==> src/rtl/excp_ctrl.sv <==
// Exception / ERTN sequencer between commit and the CSR file.
// Takes a faulting, interrupted or ERTN commit, issues one-cycle CSR update strobes,
// flushes the pipeline, redirects fetch and holds commit off until the flush drains.
module excp_ctrl #(
   parameter int unsigned DRAIN_CYCLES = 2
) (
   input  logic        clk,
   input  logic        rst,
   input  logic        commit_valid,
   output logic        commit_ready,
   input  logic [31:0] commit_pc,
   input  logic [7:0]  commit_excp,
   input  logic [31:0] commit_badv,
   input  logic        commit_ertn,
   input  logic        int_pending,
   input  logic [31:0] csr_eentry,
   input  logic [31:0] csr_tlbrentry,
   input  logic [31:0] csr_era,
   input  logic [5:0]  csr_estat_ecode,
   output logic        excp_we,
   output logic [5:0]  excp_ecode,
   output logic [31:0] excp_era,
   output logic        excp_tlbr,
   output logic        badv_we,
   output logic [31:0] badv,
   output logic        ertn_we,
   output logic        ertn_tlbr,
   output logic        flush,
   output logic        redirect_valid,
   output logic [31:0] redirect_pc
);

   localparam int unsigned CntW = (DRAIN_CYCLES > 1) ? $clog2(DRAIN_CYCLES + 1) : 1;
   localparam logic [5:0] EcodeTlbr = 6'h3F;

   typedef enum logic [1:0] {StIdle, StSave, StRedir, StDrain} state_e;

   state_e            state_q, state_d;
   logic [CntW-1:0]   cnt_q, cnt_d;
   logic              is_excp_q, is_excp_d;
   logic              is_tlbr_q, is_tlbr_d;
   logic              badv_we_q, badv_we_d;
   logic [5:0]        ecode_q, ecode_d;
   logic [31:0]       pc_q, pc_d;
   logic [31:0]       badv_q, badv_d;

   logic              take;
   logic              dec_excp;
   logic              dec_tlbr;
   logic              dec_badv_we;
   logic [5:0]        dec_ecode;
   logic [31:0]       dec_badv;

   // Prioritise interrupt and exception causes of the committing instruction.
   always_comb begin
      dec_excp    = int_pending | (|commit_excp);
      dec_tlbr    = 1'b0;
      dec_badv_we = 1'b0;
      dec_badv    = commit_badv;
      dec_ecode   = 6'h0D;  // reserved-only cause treated as INE
      if (int_pending) begin
         dec_ecode = 6'h00;
      end else if (commit_excp[0]) begin
         dec_ecode   = 6'h08;
         dec_badv_we = 1'b1;
         dec_badv    = commit_pc;
      end else if (commit_excp[1]) begin
         dec_ecode   = EcodeTlbr;
         dec_tlbr    = 1'b1;
         dec_badv_we = 1'b1;
      end else if (commit_excp[2]) begin
         dec_ecode   = 6'h01;
         dec_badv_we = 1'b1;
      end else if (commit_excp[3]) begin
         dec_ecode = 6'h0D;
      end else if (commit_excp[4]) begin
         dec_ecode = 6'h0B;
      end else if (commit_excp[5]) begin
         dec_ecode = 6'h0C;
      end else if (commit_excp[6]) begin
         dec_ecode   = 6'h09;
         dec_badv_we = 1'b1;
      end
      take = commit_valid & (dec_excp | commit_ertn);
   end

   // Sequencer next state and Moore-style outputs; outputs are zero outside their slot.
   always_comb begin
      state_d        = state_q;
      cnt_d          = cnt_q;
      is_excp_d      = is_excp_q;
      is_tlbr_d      = is_tlbr_q;
      badv_we_d      = badv_we_q;
      ecode_d        = ecode_q;
      pc_d           = pc_q;
      badv_d         = badv_q;
      commit_ready   = 1'b0;
      excp_we        = 1'b0;
      excp_ecode     = 6'h00;
      excp_era       = 32'h0;
      excp_tlbr      = 1'b0;
      badv_we        = 1'b0;
      badv           = 32'h0;
      ertn_we        = 1'b0;
      ertn_tlbr      = 1'b0;
      flush          = 1'b0;
      redirect_valid = 1'b0;
      redirect_pc    = 32'h0;
      unique case (state_q)
         StIdle: begin
            commit_ready = 1'b1;
            if (take) begin
               is_excp_d = dec_excp;
               is_tlbr_d = dec_excp & dec_tlbr;
               badv_we_d = dec_excp & dec_badv_we;
               ecode_d   = dec_ecode;
               pc_d      = commit_pc;
               badv_d    = dec_badv;
               state_d   = StSave;
            end
         end
         StSave: begin
            flush = 1'b1;
            if (is_excp_q) begin
               excp_we    = 1'b1;
               excp_ecode = ecode_q;
               excp_era   = pc_q;
               excp_tlbr  = is_tlbr_q;
               badv_we    = badv_we_q;
               badv       = badv_we_q ? badv_q : 32'h0;
            end else begin
               ertn_we   = 1'b1;
               ertn_tlbr = (csr_estat_ecode == EcodeTlbr);
            end
            state_d = StRedir;
         end
         StRedir: begin
            flush          = 1'b1;
            redirect_valid = 1'b1;
            redirect_pc    = is_tlbr_q ? csr_tlbrentry : (is_excp_q ? csr_eentry : csr_era);
            cnt_d          = CntW'(DRAIN_CYCLES);
            state_d        = (DRAIN_CYCLES == 0) ? StIdle : StDrain;
         end
         StDrain: begin
            flush = 1'b1;
            cnt_d = cnt_q - CntW'(1);
            if (cnt_q == CntW'(1)) state_d = StIdle;
         end
         default: state_d = StIdle;
      endcase
   end

   // State and latched-cause registers; reset drops any in-flight sequence.
   always_ff @(posedge clk) begin
      if (rst) begin
         state_q   <= StIdle;
         cnt_q     <= '0;
         is_excp_q <= 1'b0;
         is_tlbr_q <= 1'b0;
         badv_we_q <= 1'b0;
         ecode_q   <= 6'h00;
         pc_q      <= 32'h0;
         badv_q    <= 32'h0;
      end else begin
         state_q   <= state_d;
         cnt_q     <= cnt_d;
         is_excp_q <= is_excp_d;
         is_tlbr_q <= is_tlbr_d;
         badv_we_q <= badv_we_d;
         ecode_q   <= ecode_d;
         pc_q      <= pc_d;
         badv_q    <= badv_d;
      end
   end

endmodule

==> config.mk <==
export PLATFORM = sky130hd
export DESIGN_NAME = excp_ctrl
export DESIGN_NICKNAME = d
export VERILOG_FILES = /design/src/rtl/excp_ctrl.sv
export SDC_FILE = /design/constraint.sdc
export NUM_CORES = 1
export LEC_CHECK = 0
export BUFFER_PORTS_ARGS = -buffer_cell sky130_fd_sc_hd__buf_2
export CAP_MARGIN = 20
export CORE_MARGIN = 4
export CORE_UTILIZATION = 30
export CTS_CLUSTER_SIZE = 10
export DETAILED_ROUTE_END_ITERATION = 16
export GPL_ROUTABILITY_DRIVEN = 0
export RECOVER_POWER = 100
export SETUP_SLACK_MARGIN = 0.2
export SYNTH_ARGS = -nofsm -noshare
export SYNTH_HDL_FRONTEND = slang
export SYNTH_SLANG_ARGS = --single-unit
==> constraint.sdc <==
create_clock -name clk -period 2.6 [get_ports clk]
set_input_delay 0.13 -clock clk [delete_from_list [all_inputs] [get_ports clk]]
set_output_delay 0.13 -clock clk [all_outputs]
set_load 0.02 [all_outputs]
==> flow_metrics.env <==
export IMPL_first_pass_iters=4
export IMPL_hpwl_um=11900
export IMPL_period_minus_slack_ns=2.25
export IMPL_drtAntennaViolNets=0
export IMPL_slew_headroom_pct=44.7
export IMPL_leakagePower_nw=3.00
export IMPL_wl_met3_um=1590
export IMPL_path_class="reg2out"
export IMPL_wl_met2_um=7490
export IMPL_synth_cells=591
export IMPL_arrival_ns=2.12
export IMPL_postCtsSetupRepairBufs=0
export IMPL_cp_required_ns=2.47
export IMPL_grt_usage_pct=17.0
export IMPL_first_iter_violations=152
export IMPL_tightest_slew_ns=0.830
export IMPL_clock_latency_ns=0.34
export IMPL_yosys_top_cells_area="dfxtp_1 (32%), mux2i_1 (14%), and2_1 (8.6%)"
export IMPL_ys_ff_latch=76
export IMPL_cts_root_buffer="clkbuf_16"
export IMPL_start_util_pct=30.8
export IMPL_grt_pass1_vias=4928
export IMPL_peakVddDrop_uv=332
export IMPL_ios=289
export IMPL_setup_viol=0
export IMPL_pwr_density_cell_nw_per_um2=759
export IMPL_comb_power_share_pct=42.6
export IMPL_cts_tree="done"
export IMPL_fin_hold_ws_ns=0.0372
export IMPL_antenna_found_initial=1
export IMPL_wl_per_cell_um=14.6
export IMPL_fin_crit_sh_pct=86.4
export IMPL_p_clk_share_pct=23.7
export IMPL_vias=4982
export IMPL_cp_max_fo=37
export IMPL_grt_pass1_wl_um=24600
export IMPL_port_buffer_count=288
export IMPL_slowest_delay_ns=0.70
export IMPL_nNetsFinal=1041
export IMPL_grt_max_degree=49
export IMPL_cts_sinks=76
export IMPL_yosysUniqueCellTypes=33
export IMPL_yosys_warnings=0
export IMPL_p_seq_share_pct=33.7
export IMPL_yosysTopAreaCellShare_pct=32.3
export IMPL_syn2layout_area_growth_pct=36.3
export IMPL_finalClockSkew_ns=0.00924
export IMPL_worst_setup_path_end_kind="output port"
export IMPL_yosys_mux_area_fraction_pct=14.0
export IMPL_die_area_um2=17800
export IMPL_die_h_um=133
export IMPL_postCtsHoldBufs=0
export IMPL_drc=0
export IMPL_fin_setup_tns_ns=0
export IMPL_p_int_w=0.00287
export IMPL_startpoint_type="flop"
export IMPL_cts_buffers=9
export IMPL_topRoutingLayerUsed="met4"
export IMPL_clockBufferDepth=2
export IMPL_worstPathCellList="clkbuf_2 > and3_1 > clkbuf_1"
export IMPL_nFillCells=1689
export IMPL_synth_top_area_cell="dfxtp_1"
export IMPL_synth_top_family_by_area="simple AND/OR/NAND/NOR gates"
export IMPL_synth_xor_area_share_pct=0
export IMPL_hp_class="in2reg"
export IMPL_swShare_pct=41.0
export IMPL_drv_slew=0
export IMPL_yosysSeqAreaShare_pct=32.3
export IMPL_run_status="finished, final reports clean"
export IMPL_drive_gt1_share_pct=30.7
export IMPL_avgSynthCellArea_um2=7.97
export IMPL_htree_levels=3
export IMPL_antenna_cells=0
export IMPL_core_area_um2=15300
export IMPL_grt_ovfl_total=0
export IMPL_hold_viol_final=0
export IMPL_rows=45
export IMPL_path_clk_slew_ns=0.06
export IMPL_synth_compound_area_share_pct=17.8
export IMPL_cpMaxStageDelayCell="dfxtp_4"
export IMPL_timing_fmax_mhz=445
export IMPL_vias_per_cell=4.65
export IMPL_cap_violations=0
export IMPL_p_sw_w=0.00200
export IMPL_routed_wl_um=15600
export IMPL_die_x_um=133
export IMPL_synth_nets=775
export IMPL_rsz0062_at_grt="false"
export IMPL_met1_length_um=6340
export IMPL_yosys_area_share_adder_pct=1.33
export IMPL_ctsResizeCount=0
export IMPL_synthSimpleGateAreaFrac_pct=28.7
export IMPL_netlist_area_um2=4710
## power by group through the flow
stage,clock network (W),logic (W),registers [W]
2_1_floorplan,0,0.00167,0.00156
3_3_place_gp,0,0.00221,0.00167
3_5_place_dp,0,0.00225,0.00167
4_1_cts,0.00120,0.00225,0.00164
5_1_grt,0.00125,0.00232,0.00168
6_report,0.00115,0.00208,0.00164
## worst paths after layout
check | cells past startpoint | startpoint | endpoint | slack, ns
setup / recovery | 3 | is_excp_q | excp_era[15] | 0.35
hold / removal | 3 | commit_pc[24] | pc_q[24] | 0.04
setup reg to reg | 7 | state_q[0] | ecode_q[2] | 0.43
hold reg to reg | 2 | ecode_q[0] | ecode_q[0] | 0.45
## logic make-up (layout without fill, tap and decap cells)
group / count (synthesis) / in the layout
and+or+nand+nor: 271 / 271
muxes: 66 / 66
buffers and inverters: 58 / 328
adders and majority gates: 5 / 5
AOI/OAI and AO/OA: 115 / 115
DFF: 76 / 76
## per-layer routing
metal | vias up | GRT usage (%)
met5 | - | 0
met1 | 2225 | 19.1
met4 | 0 | 4.80
met3 | 14 | 6.80
met2 | 200 | 29.6
li1 | 2543 | -
## sequential cells by signal (all words and copies together) (netlist names)
| name | count |
|---|---|
| badv_we_q | 1 |
| is_excp_q | 1 |
| ecode_q | 5 |
| pc_q | 32 |
| badv_q | 32 |
| cnt_q | 2 |
| is_tlbr_q | 1 |
| state_q | 2 |
## metrics by stage
stage               util, %  instances  setup slack (ns)  cell area, µm²  power [W]
floorplan                 -        591             0.927            4710    0.00323
global placement       41.4       1057             0.777            6350    0.00387
detailed placement     41.4       1057             0.697            6350    0.00391
CTS                    43.2       1072             0.460            6620    0.00509
global route           41.9       1072             0.148            6420    0.00525
finish                 41.9       1072             0.354            6420    0.00487
## cell usage after synthesis, drive strengths merged
library cell and n:
nand2 104, dfxtp 76, mux2i 66, and2 65
a21oi 42, nor2 42, and3 39, a211oi 32
o21ai 32, clkbuf 29, buf 24, ha 5
inv 5, nor2b 4, nor3 4, a31oi 3
nand2b 3, nand3 3, and4 2, nor4 2
a22oi 1, a31o 1, nand3b 1, nor3b 1
o211ai 1, o21a 1, o21ba 1, o311ai 1
or4b 1
## cell type report
class / count / area (µm²) / share of cell area (%)
Timing Repair Buffer: 308 / 1460 / 22.8
Inverter: 5 / 18.8 / 0.292
Sequential cell: 76 / 1530 / 23.8
Multi-Input combinational cell: 457 / 2880 / 44.8
Tap cell: 211 / 264 / 4.11
Clock inverter: 4 / 26.3 / 0.409
Clock buffer: 11 / 243 / 3.78
## worst max-delay path, delay by kind of cell (launching register included)
kind | cells | cell delay [ns]
buffers and inverters | 2 | 0.81
DFF | 1 | 0.70
and+or+nand+nor | 1 | 0.25
## layout by cell type, fill, tap and decap left out, drive strengths merged
master    instances
a211oi           32
a21oi            42
a22oi             1
a31o              1
a31oi             3
and2             65
and3             39
and4              2
buf             216
clkbuf          103
clkinv            3
clkinvlp          1
dfxtp            76
ha                5
inv               5
mux2i            66
nand2           104
nand2b            3
nand3             3
nand3b            1
nor2             42
nor2b             4
nor3              4
nor3b             1
nor4              2
o211ai            1
o21a              1
o21ai            32
o21ba             1
o311ai            1
or4b              1
No activity file was read; power rests on OpenSTA's default activity.
